### src/rtl/mold_seq_ctrl_if.sv
// Header, decision and retransmit-request channels between the MoldUDP64
// receive datapath and the sequencing controller.
interface mold_seq_ctrl_if #(
  parameter int SESS_W = 80
);
  logic              hdr_valid_i;
  logic              hdr_ready_o;
  logic [SESS_W-1:0] hdr_sess_i;
  logic [63:0]       hdr_seq_i;
  logic [15:0]       hdr_cnt_i;

  logic              dec_valid_o;
  logic              dec_ready_i;
  logic              dec_keep_o;
  logic [15:0]       dec_skip_o;

  logic              gap_valid_o;
  logic              gap_ready_i;
  logic [63:0]       gap_seq_o;
  logic [15:0]       gap_cnt_o;

  logic [63:0]       expect_seq_o;
  logic              locked_o;
  logic              eos_o;
  logic              sess_err_o;

  modport master (
    output hdr_valid_i, hdr_sess_i, hdr_seq_i, hdr_cnt_i, dec_ready_i, gap_ready_i,
    input  hdr_ready_o, dec_valid_o, dec_keep_o, dec_skip_o, gap_valid_o, gap_seq_o,
           gap_cnt_o, expect_seq_o, locked_o, eos_o, sess_err_o
  );

  modport slave (
    input  hdr_valid_i, hdr_sess_i, hdr_seq_i, hdr_cnt_i, dec_ready_i, gap_ready_i,
    output hdr_ready_o, dec_valid_o, dec_keep_o, dec_skip_o, gap_valid_o, gap_seq_o,
           gap_cnt_o, expect_seq_o, locked_o, eos_o, sess_err_o
  );
endinterface

### src/rtl/mold_seq_ctrl.sv
// MoldUDP64 receive sequencing: session lock, expected-sequence tracking,
// per-packet keep/skip decision and chunked retransmit requests.
//
// state  | meaning
// IDLE   | no session locked yet
// LOCKED | session locked, packets in sequence
// GAP    | issuing retransmit request chunks
// EOS    | end of session seen, every packet dropped
module mold_seq_ctrl #(
  parameter logic [15:0] GAP_CNT_MAX = 16'd1024,
  parameter int          SESS_W      = 80
) (
  input logic            clk,
  input logic            nreset,
  mold_seq_ctrl_if.slave bus
);
  localparam logic [1:0] ST_IDLE   = 2'd0;
  localparam logic [1:0] ST_LOCKED = 2'd1;
  localparam logic [1:0] ST_GAP    = 2'd2;
  localparam logic [1:0] ST_EOS    = 2'd3;

  logic [1:0]        state_q;
  logic [1:0]        gap_ret_q;
  logic [SESS_W-1:0] sess_q;
  logic [63:0]       e_q;
  logic [63:0]       r_q;
  logic              out_en_q;
  logic              dec_valid_q;
  logic              keep_q;
  logic [15:0]       skip_q;
  logic              err_q;
  logic              locked_q;
  logic              eos_q;
  logic              gap_valid_q;
  logic [63:0]       gap_seq_q;
  logic [63:0]       gap_rem_q;

  logic        hdr_ready;
  logic        take;
  logic        gap_hs;
  logic [63:0] s;
  logic [15:0] n;
  logic [64:0] end65;
  logic [63:0] end64;
  logic        ovf;
  logic [63:0] e_b;
  logic [63:0] r_b;
  logic [63:0] m;
  logic [15:0] chunk;
  logic [63:0] chunk64;

  logic        d_keep;
  logic [15:0] d_skip;
  logic        d_err;
  logic [63:0] e_nxt;
  logic [63:0] r_nxt;
  logic [1:0]  st_nxt;
  logic [1:0]  g_ret;
  logic        g_start;
  logic [63:0] g_rem;
  logic        sess_ld;
  logic        eos_set;

  assign s     = bus.hdr_seq_i;
  assign n     = bus.hdr_cnt_i;
  assign end65 = {1'b0, s} + {49'd0, n};
  assign ovf   = end65[64];
  assign end64 = end65[63:0];

  // The first header seeds e and r, so it evaluates as an in-order packet.
  assign e_b = (state_q == ST_IDLE) ? s : e_q;
  assign r_b = (state_q == ST_IDLE) ? s : r_q;
  assign m   = (e_b > r_b) ? e_b : r_b;

  assign hdr_ready = out_en_q && !dec_valid_q && (state_q != ST_GAP);
  assign take      = bus.hdr_valid_i && hdr_ready;
  assign gap_hs    = gap_valid_q && bus.gap_ready_i;
  assign chunk     = (gap_rem_q > {48'd0, GAP_CNT_MAX}) ? GAP_CNT_MAX : gap_rem_q[15:0];
  assign chunk64   = {48'd0, chunk};

  always_comb begin
    d_keep  = 1'b0;
    d_skip  = '0;
    d_err   = 1'b0;
    e_nxt   = e_q;
    r_nxt   = r_q;
    st_nxt  = state_q;
    g_ret   = ST_LOCKED;
    g_start = 1'b0;
    g_rem   = '0;
    sess_ld = 1'b0;
    eos_set = 1'b0;
    if (ovf) begin
      d_err = 1'b1;
    end else if (state_q == ST_LOCKED && bus.hdr_sess_i != sess_q) begin
      d_err = 1'b1;
    end else if (state_q != ST_EOS) begin
      sess_ld = (state_q == ST_IDLE);
      e_nxt   = e_b;
      r_nxt   = r_b;
      if (n == 16'd0) begin
        if (s > m) begin
          g_start = 1'b1;
          g_rem   = s - m;
          r_nxt   = s;
        end
      end else if (n == 16'hFFFF) begin
        eos_set = 1'b1;
        g_ret   = ST_EOS;
        if (s > m) begin
          g_start = 1'b1;
          g_rem   = s - m;
          r_nxt   = s;
        end
      end else if (s == e_b) begin
        d_keep = 1'b1;
        e_nxt  = end64;
      end else if (s < e_b) begin
        // e - s < n, so the low 16 bits carry the full skip count
        if (end64 > e_b) begin
          d_keep = 1'b1;
          d_skip = e_b[15:0] - s[15:0];
          e_nxt  = end64;
        end
      end else if (end64 > m) begin
        g_start = 1'b1;
        g_rem   = end64 - m;
        r_nxt   = end64;
      end
      if (e_nxt >= r_nxt) r_nxt = e_nxt;
      st_nxt = g_start ? ST_GAP : g_ret;
    end
  end

  always_ff @(posedge clk or negedge nreset) begin
    if (!nreset) begin
      state_q     <= ST_IDLE;
      gap_ret_q   <= ST_IDLE;
      sess_q      <= '0;
      e_q         <= '0;
      r_q         <= '0;
      out_en_q    <= 1'b0;
      dec_valid_q <= 1'b0;
      keep_q      <= 1'b0;
      skip_q      <= '0;
      err_q       <= 1'b0;
      locked_q    <= 1'b0;
      eos_q       <= 1'b0;
      gap_valid_q <= 1'b0;
      gap_seq_q   <= '0;
      gap_rem_q   <= '0;
    end else begin
      out_en_q <= 1'b1;
      err_q    <= 1'b0;
      if (take) begin
        dec_valid_q <= 1'b1;
        keep_q      <= d_keep;
        skip_q      <= d_skip;
        err_q       <= d_err;
        e_q         <= e_nxt;
        r_q         <= r_nxt;
        state_q     <= st_nxt;
        gap_ret_q   <= g_ret;
        if (sess_ld) begin
          sess_q   <= bus.hdr_sess_i;
          locked_q <= 1'b1;
        end
        if (eos_set) eos_q <= 1'b1;
        if (g_start) begin
          gap_valid_q <= 1'b1;
          gap_seq_q   <= m;
          gap_rem_q   <= g_rem;
        end
      end else if (dec_valid_q && bus.dec_ready_i) begin
        dec_valid_q <= 1'b0;
      end
      // Remainder counts down by chunk; last chunk is the terminal count.
      if (gap_hs) begin
        gap_seq_q <= gap_seq_q + chunk64;
        gap_rem_q <= gap_rem_q - chunk64;
        if (gap_rem_q == chunk64) begin
          gap_valid_q <= 1'b0;
          state_q     <= gap_ret_q;
        end
      end
    end
  end

  assign bus.hdr_ready_o  = hdr_ready;
  assign bus.dec_valid_o  = dec_valid_q;
  assign bus.dec_keep_o   = keep_q;
  assign bus.dec_skip_o   = skip_q;
  assign bus.gap_valid_o  = gap_valid_q;
  assign bus.gap_seq_o    = gap_seq_q;
  assign bus.gap_cnt_o    = chunk;
  assign bus.expect_seq_o = e_q;
  assign bus.locked_o     = locked_q;
  assign bus.eos_o        = eos_q;
  assign bus.sess_err_o   = err_q;
endmodule

### src/flat_wrapper.sv
// flat-port wrapper written by rule: the top's interface ports become plain ports
module mold_seq_ctrl_flat 
#(
  parameter logic [15:0] GAP_CNT_MAX = 16'd1024,
  parameter int          SESS_W      = 80
)
  (clk, nreset, bus_hdr_valid_i, bus_hdr_sess_i, bus_hdr_seq_i, bus_hdr_cnt_i, bus_dec_ready_i, bus_gap_ready_i, bus_hdr_ready_o, bus_dec_valid_o, bus_dec_keep_o, bus_dec_skip_o, bus_gap_valid_o, bus_gap_seq_o, bus_gap_cnt_o, bus_expect_seq_o, bus_locked_o, bus_eos_o, bus_sess_err_o);
  mold_seq_ctrl_if #(.SESS_W(SESS_W)) bus_i ();
  input logic clk;
  input logic nreset;
  input wire logic [$bits(bus_i.hdr_valid_i)-1:0] bus_hdr_valid_i;
  input wire logic [$bits(bus_i.hdr_sess_i)-1:0] bus_hdr_sess_i;
  input wire logic [$bits(bus_i.hdr_seq_i)-1:0] bus_hdr_seq_i;
  input wire logic [$bits(bus_i.hdr_cnt_i)-1:0] bus_hdr_cnt_i;
  input wire logic [$bits(bus_i.dec_ready_i)-1:0] bus_dec_ready_i;
  input wire logic [$bits(bus_i.gap_ready_i)-1:0] bus_gap_ready_i;
  output wire logic [$bits(bus_i.hdr_ready_o)-1:0] bus_hdr_ready_o;
  output wire logic [$bits(bus_i.dec_valid_o)-1:0] bus_dec_valid_o;
  output wire logic [$bits(bus_i.dec_keep_o)-1:0] bus_dec_keep_o;
  output wire logic [$bits(bus_i.dec_skip_o)-1:0] bus_dec_skip_o;
  output wire logic [$bits(bus_i.gap_valid_o)-1:0] bus_gap_valid_o;
  output wire logic [$bits(bus_i.gap_seq_o)-1:0] bus_gap_seq_o;
  output wire logic [$bits(bus_i.gap_cnt_o)-1:0] bus_gap_cnt_o;
  output wire logic [$bits(bus_i.expect_seq_o)-1:0] bus_expect_seq_o;
  output wire logic [$bits(bus_i.locked_o)-1:0] bus_locked_o;
  output wire logic [$bits(bus_i.eos_o)-1:0] bus_eos_o;
  output wire logic [$bits(bus_i.sess_err_o)-1:0] bus_sess_err_o;
  assign bus_i.hdr_valid_i = bus_hdr_valid_i;
  assign bus_i.hdr_sess_i = bus_hdr_sess_i;
  assign bus_i.hdr_seq_i = bus_hdr_seq_i;
  assign bus_i.hdr_cnt_i = bus_hdr_cnt_i;
  assign bus_i.dec_ready_i = bus_dec_ready_i;
  assign bus_i.gap_ready_i = bus_gap_ready_i;
  assign bus_hdr_ready_o = bus_i.hdr_ready_o;
  assign bus_dec_valid_o = bus_i.dec_valid_o;
  assign bus_dec_keep_o = bus_i.dec_keep_o;
  assign bus_dec_skip_o = bus_i.dec_skip_o;
  assign bus_gap_valid_o = bus_i.gap_valid_o;
  assign bus_gap_seq_o = bus_i.gap_seq_o;
  assign bus_gap_cnt_o = bus_i.gap_cnt_o;
  assign bus_expect_seq_o = bus_i.expect_seq_o;
  assign bus_locked_o = bus_i.locked_o;
  assign bus_eos_o = bus_i.eos_o;
  assign bus_sess_err_o = bus_i.sess_err_o;
  mold_seq_ctrl #(.GAP_CNT_MAX(GAP_CNT_MAX), .SESS_W(SESS_W)) u_core (.clk(clk), .nreset(nreset), .bus(bus_i));
endmodule
### config.mk
export PLATFORM = sky130hd
export DESIGN_NAME = mold_seq_ctrl_flat
export DESIGN_NICKNAME = d
export VERILOG_FILES = /design/src/rtl/mold_seq_ctrl_if.sv /design/src/rtl/mold_seq_ctrl.sv /design/src/flat_wrapper.sv
export SDC_FILE = /design/constraint.sdc
export NUM_CORES = 2
export LEC_CHECK = 0
export CORE_MARGIN = 3
export CORE_UTILIZATION = 30
export DETAILED_ROUTE_END_ITERATION = 7
export PLACE_DENSITY = 0.59
export SLEW_MARGIN = 20
export SYNTH_ARGS = -nofsm -noshare
export SYNTH_HDL_FRONTEND = slang
export SYNTH_SLANG_ARGS = --single-unit
### constraint.sdc
create_clock -name clk -period 10 [get_ports clk]
set_clock_uncertainty 0.15 [all_clocks]
set_input_delay 1.5 -clock clk [delete_from_list [all_inputs] [get_ports clk]]
set_output_delay 1.5 -clock clk [all_outputs]
set_load 0.01 [all_outputs]
[Word level (Yosys, flattened, before mapping)]
Index checks and enable logic that the tools add are counted.
Storage, ports and cells
  flip-flop bits (word level): 363
  bits of input ports: 165
  output and inout port bits: 167
Operators by class
  add/subtract/negate cells: 6
  $lt $le $gt $ge: 7
  equality and inequality tests: 7
  mux-type cells: 94
  bitwise operators: 2
  reduce and logical (&&, ||, !) cells: 16
Operators by type and width (number)
  2-to-1 mux 64 bit: 36
  > comparator 64 bit: 4
  2-to-1 mux 16 bit: 9
  subtractor 64 bit: 2
  != test 80 bit: 1
  adder 64 x 16 -> 65 bit: 1
  adder 64 x 16 -> 64 bit: 1
  == test 64 x 16 -> 1 bit: 1
  == test 64 bit: 1
  greater-or-equal comparator 64 bit: 1
  > comparator 64 x 11 -> 1 bit (second input constant): 1
  < comparator 64 bit: 1
  subtractor 64 x 16 -> 64 bit: 1
  2-to-1 mux 1 bit: 37
  2-to-1 mux 2 bit: 12
  == test 16 bit (second input constant): 1
  zero test 16 bit: 1
  subtractor 16 bit: 1
  logical AND 1 bit: 6
  AND reduction 2 bit: 3
  nonzero test 2 bit: 3
  != test 2 bit (second input constant): 2
  AND reduction 4 bit: 1
  == test 2 x 1 -> 1 bit (second input constant): 1
  other kinds (3): 4

[Depth between registers and ports, before layout]
  depth after elaboration: 20
  gate-level depth with buffers: 56
  depth with buffers taken out: 46

[Worst setup path after synthesis]
Ideal clock, no wire load.
  path type: input-to-reg
  from: input bus_hdr_seq_i[62]
  to: register u_core.r_q[9]
  arrival time: 10932 ps
  required time: 9732 ps
  setup slack: -1200 ps
  stages on the path: 47
  cell sequence: and2_1 > a21oi_1 > inv_1 > ha_1 > nand4_1 > or4_4 > o211a_1 > mux2i_1 > o21a_1 > buf_6 > buf_4 > clkbuf_1 > mux2_2 > ha_1 > a21o_1 > a21o_1 > a2111oi_0 > o21a_1 > [... 11 more ...] > ha_1 > a21o_1 > a21o_1 > a21o_1 > a21oi_1 > nor2b_1 > o21ai_0 > nand2b_1 > a21oi_1 > o31ai_1 > a221oi_1 > o31ai_1 > a2111oi_0 > o21a_1 > buf_1 > clkbuf_1 > a211oi_1 > a21o_1
On the way
  cells in the longest elaborated chain, start to end: 14
  elaborated cells between the ends (all ways): 31
Ends and longest elaborated chain
  start, declared: line flat_wrapper.sv:13  | input wire logic [$bits(bus_i.hdr_seq_i)-1:0] bus_hdr_seq_i;
  2-to-1 mux 64 bit (on tied branches): line mold_seq_ctrl.sv:71, mold_seq_ctrl.sv:72
  > comparator 64 bit: line mold_seq_ctrl.sv:73  | assign m = (e_b > r_b) ? e_b : r_b;
  2-to-1 mux 64 bit: line mold_seq_ctrl.sv:73
  > comparator 64 bit: line mold_seq_ctrl.sv:125  | end else if (end64 > m) begin
  2-to-1 mux 64 bit: line mold_seq_ctrl.sv:125
  2-to-1 mux 64 bit: line mold_seq_ctrl.sv:118  | end else if (s < e_b) begin
  2-to-1 mux 64 bit: line mold_seq_ctrl.sv:115  | end else if (s == e_b) begin
  2-to-1 mux 64 bit: line mold_seq_ctrl.sv:107  | end else if (n == 16'hFFFF) begin
  2-to-1 mux 64 bit: line mold_seq_ctrl.sv:101  | if (n == 16'd0) begin
  2-to-1 mux 64 bit: line mold_seq_ctrl.sv:97  | end else if (state_q != ST_EOS) begin
  2-to-1 mux 64 bit: line mold_seq_ctrl.sv:95  | end else if (state_q == ST_LOCKED && bus.hdr_sess_i != sess_q) begin
  2-to-1 mux 64 bit: line mold_seq_ctrl.sv:93  | if (ovf) begin
  greater-or-equal comparator 64 bit: line mold_seq_ctrl.sv:130  | if (e_nxt >= r_nxt) r_nxt = e_nxt;
  2-to-1 mux 64 bit: line mold_seq_ctrl.sv:130
  end signal, assigned: line mold_seq_ctrl.sv:161  | r_q <= r_nxt;
  end, declared: line mold_seq_ctrl.sv:26  | logic [63:0] r_q;
Several ways; a longest one is shown, not always the timed one. The select of a mux whose other input is x is not followed.
A chain may end at the register's enable or synchronous reset.

[Worst setup path after layout]
  from: input bus_hdr_seq_i[59]
  to: register u_core.r_q[16]
Same word-level chain as after synthesis.

==> results_dict.tcl <==
set metrics [dict create \
    layout_commonest_cell "buf_4" \
    path_class "in -> reg" \
    p_int_mw 3.41 \
    synthFlopType "dfrtp_1" \
    hold_viol 0 \
    tightest_slew_ns 1.09 \
    rsz0062_at_grt "true" \
    die_height_um 368 \
    gr-total-overflow 0 \
    slowest_delay_ns 0.58 \
    via_count 45400 \
    switching_power_mw 1.71 \
    clock-sinks 363 \
    drive_above_1_share_pct 32.4 \
    fin_area_um2 59200 \
    synth_cell_types 103 \
    status "complete, but fails checks" \
    post-dp-hpwl_mm 151 \
    drc 0 \
    grt_pass1_wl_mm 273 \
    min_path_type "reg -> reg" \
    start_util_pct 30.3 \
    clkLatencyLatePin_ns 0.67 \
    cp-start-kind "primary input" \
    wire_per_inst_um 22.4 \
    worst-endpoint-arrival_ns 10.50 \
    io_buffers 326 \
    hold_buffers 0 \
    period_minus_slack_ns 10.08 \
    root_buffer "clkbuf_16" \
    clk_pin_slew_ns 0.06 \
    first_global_vias 43200 \
    syn_area_um2 39400 \
    gp_congestion 0.994 \
    netlist_instances 5051 \
    synth_edf_count 0 \
    viasPerCell 5.43 \
    p_clk_share_pct 35.5 \
    max-clock-path-buffers 3 \
    cp_slowest_cell "or4_4" \
    nets 7172 \
    slew_headroom_pct 27.0 \
    layout_setup_ws_ns -0.0820 \
    htreeDepth 2 \
    power_frac_seq_pct 28.7 \
    multi_input_area_um2 30900 \
    cpLargestDelayFamily "compound AO/OA/AOI/OAI gates" \
    layout_common_cells "1298 x buf_4, 570 x nand2_1, 432 x a21oi_1" \
    ir_worst_vdd_v 0.000128 \
    critPathMostFrequentCell "a21o_1" \
    fin_cells 8358 \
    yosysWarnings 0 \
    antenna_found_initial 2 \
    placed_cell_area_um2 53900 \
    power_per_cell_area_nw_per_um2 86.4 \
    cts_tree "built" \
    drtIter0Drc 4440 \
    crit_fanout 34 \
    dp_slack_ns -2.18 \
    drt-pass1-iter-count 5 \
    report.final.slew_viol_count 0 \
    required_ns 10.42 \
    fillCellCount 12800 \
    grt_start_max_net_pins 138 \
    ff_latch_area_um2 9080 \
    avgSynthCellArea_um2 7.79 \
    fp.dieW_um 368 \
    core_area_um2 130000 \
    cp_num_buf_inv 10 \
    comb_power_share_pct 35.8 \
    cap_violations 0 \
    tns_ns -0.859 \
    rows 132 \
    routed_wirelength_mm 188 \
    total_power_mw 5.12 \
    cp-end-kind "flip-flop" \
    yosys_register_bits 363 \
    die_area_um2 136000 \
    synth_seq_area_share_pct 23.1 \
    max_freq_ghz 0.0992 \
    setup-violations-final 32 \
    area_growth_pct 50.5 \
    cts_buffers 47 \
    leakage_nw 28.1 \
    violations "negative setup slack" \
    antenna_left 0 \
    synthArstFlopShare_pct 100 \
    timing.final.crit_share_pct 101 \
    dp.cells 8134 \
    grt_use_total_pct 26.3 \
    power_switching_share_pct 33.5 \
    io_pins 332 \
]
-- routing by layer --
metal	vias to the layer above	routed length [um]	GRT usage (%)
met1	21800	88500	39.2
met4	2	6570	7.23
met5	-	13	0
li1	21500	-	-
met3	279	15400	4.24
met2	1890	77100	38.6
-- power by group through the flow --
stage	Combinational (mW)	Sequential, mW	Clock (mW)
6_report	1.83	1.47	1.82
5_1_grt	1.96	1.47	1.92
4_1_cts	1.73	1.47	1.86
3_5_place_dp	1.63	1.50	0
3_3_place_gp	1.62	1.50	0
2_1_floorplan	0.795	1.50	0
-- cell families after synthesis --
family                     after synthesis  share of synthesized area [%]
muxes                                  191                           5.41
AOI/OAI and AO/OA                     1628                           26.5
xor gates and xnor gates               282                           6.28
adders and majority gates              435                           13.9
and+or+nand+nor                       1645                           19.8
other                                    2                         0.0191
buffers and inverters                  505                           5.01
DFF                                    363                           23.1
-- Yosys cell counts, drive strengths merged, types with 9 or more instances --
| master | count | share of area, % |
|---|---|---|
| and4 | 10 | 0.22 |
| nor2 | 363 | 3.5 |
| xnor2 | 164 | 3.7 |
| inv | 258 | 2.5 |
| o31ai | 34 | 0.73 |
| o211ai | 49 | 0.93 |
| mux2 | 172 | 4.9 |
| ha | 426 | 14 |
| and3 | 62 | 0.99 |
| mux2i | 19 | 0.48 |
| a211oi | 98 | 1.9 |
| o21bai | 56 | 1.1 |
| a221oi | 25 | 0.56 |
| nand3 | 123 | 1.6 |
| o21a | 42 | 0.80 |
| or2 | 16 | 0.25 |
| a21boi | 23 | 0.45 |
| nand4 | 123 | 2.0 |
| a22oi | 28 | 0.53 |
| or3 | 26 | 0.43 |
| clkbuf | 183 | 1.7 |
| nor3 | 82 | 1.1 |
| o22a | 10 | 0.22 |
| nand2b | 61 | 0.97 |
| o21ai | 285 | 3.7 |
| o22ai | 32 | 0.51 |
| a31oi | 53 | 0.86 |
| o31a | 14 | 0.33 |
| and2 | 84 | 1.3 |
| a21oi | 553 | 7.1 |
| o221ai | 12 | 0.31 |
| o41ai | 9 | 0.22 |
| nor2b | 41 | 0.65 |
| or4 | 12 | 0.25 |
| nor4 | 44 | 0.73 |
| xor2 | 118 | 2.6 |
| nand2 | 584 | 5.6 |
| buf | 64 | 0.81 |
| a21o | 213 | 4.1 |
| dfrtp | 363 | 23 |
| a311oi | 9 | 0.22 |
-- repair_timing --
action	CTS	global route
gates cloned	7	4
gates resized for setup	330	355
pin swaps	97	127
setup endpoints to repair	64	64
hold endpoints to repair	0	0
buffers inserted	58	79
-- worst paths after layout --
check	start	slack [ns]	endpoint	depth (start not counted)
worst max-delay path	bus_hdr_seq_i[59]	-0.08	u_core.r_q[16]$_DFFE_PN0P_	47
worst max register to register	u_core.state_q[1]$_DFF_PN0_	-0.05	u_core.r_q[16]$_DFFE_PN0P_	49
worst min-delay path	u_core.bus.locked_o$_DFFE_PN0P_	0.32	u_core.bus.locked_o$_DFFE_PN0P_	1
min in group asynchronous	nreset	0.74	u_core.sess_q[29]$_DFFE_PN0P_	1
max in group asynchronous	nreset	7.55	u_core.bus.gap_seq_o[50]$_DFFE_PN0P_	2
worst min register to register	u_core.bus.locked_o$_DFFE_PN0P_	0.32	u_core.bus.locked_o$_DFFE_PN0P_	1
-- layout make-up --
| cell class | instances | area share [%] |
|---|---|---|
| timing repair buffer | 1713 | 24.4 |
| inverter | 258 | 1.64 |
| clock buffer | 63 | 2.31 |
| sequential | 363 | 15.3 |
| tap | 1742 | 3.68 |
| clock inverter | 24 | 0.499 |
| multi-input combinational | 4194 | 52.1 |
| antenna | 1 | 0.00423 |
-- worst register-to-register path, delay by kind of cell (launching register included) --
family	cells	cell delay (ns)
muxes	2	0.66
buffers and inverters	11	1.73
adders and majority gates	3	0.78
and+or+nand+nor	17	3.20
DFF	1	0.38
AOI/OAI and AO/OA	16	3.08
-- registers in the layout (all words and copies together), names as in the netlist, 2 cells and up --
| name | flops |
|---|---|
| u_core.bus.expect_seq_o | 64 |
| u_core.bus.gap_seq_o | 64 |
| u_core.r_q | 64 |
| u_core.sess_q | 80 |
| u_core.gap_ret_q | 2 |
| u_core.bus.dec_skip_o | 16 |
| u_core.state_q | 2 |
| u_core.gap_rem_q | 64 |
-- stage by stage --
step                hold slack [ns]  utilization (%)
global placement              0.301             41.5
global route                  0.337             45.6
CTS                           0.322             44.1
finish                        0.322             45.6
detailed placement            0.306             41.5
floorplan                     0.280                -
Note: power is estimated with default switching activity, not from simulation.
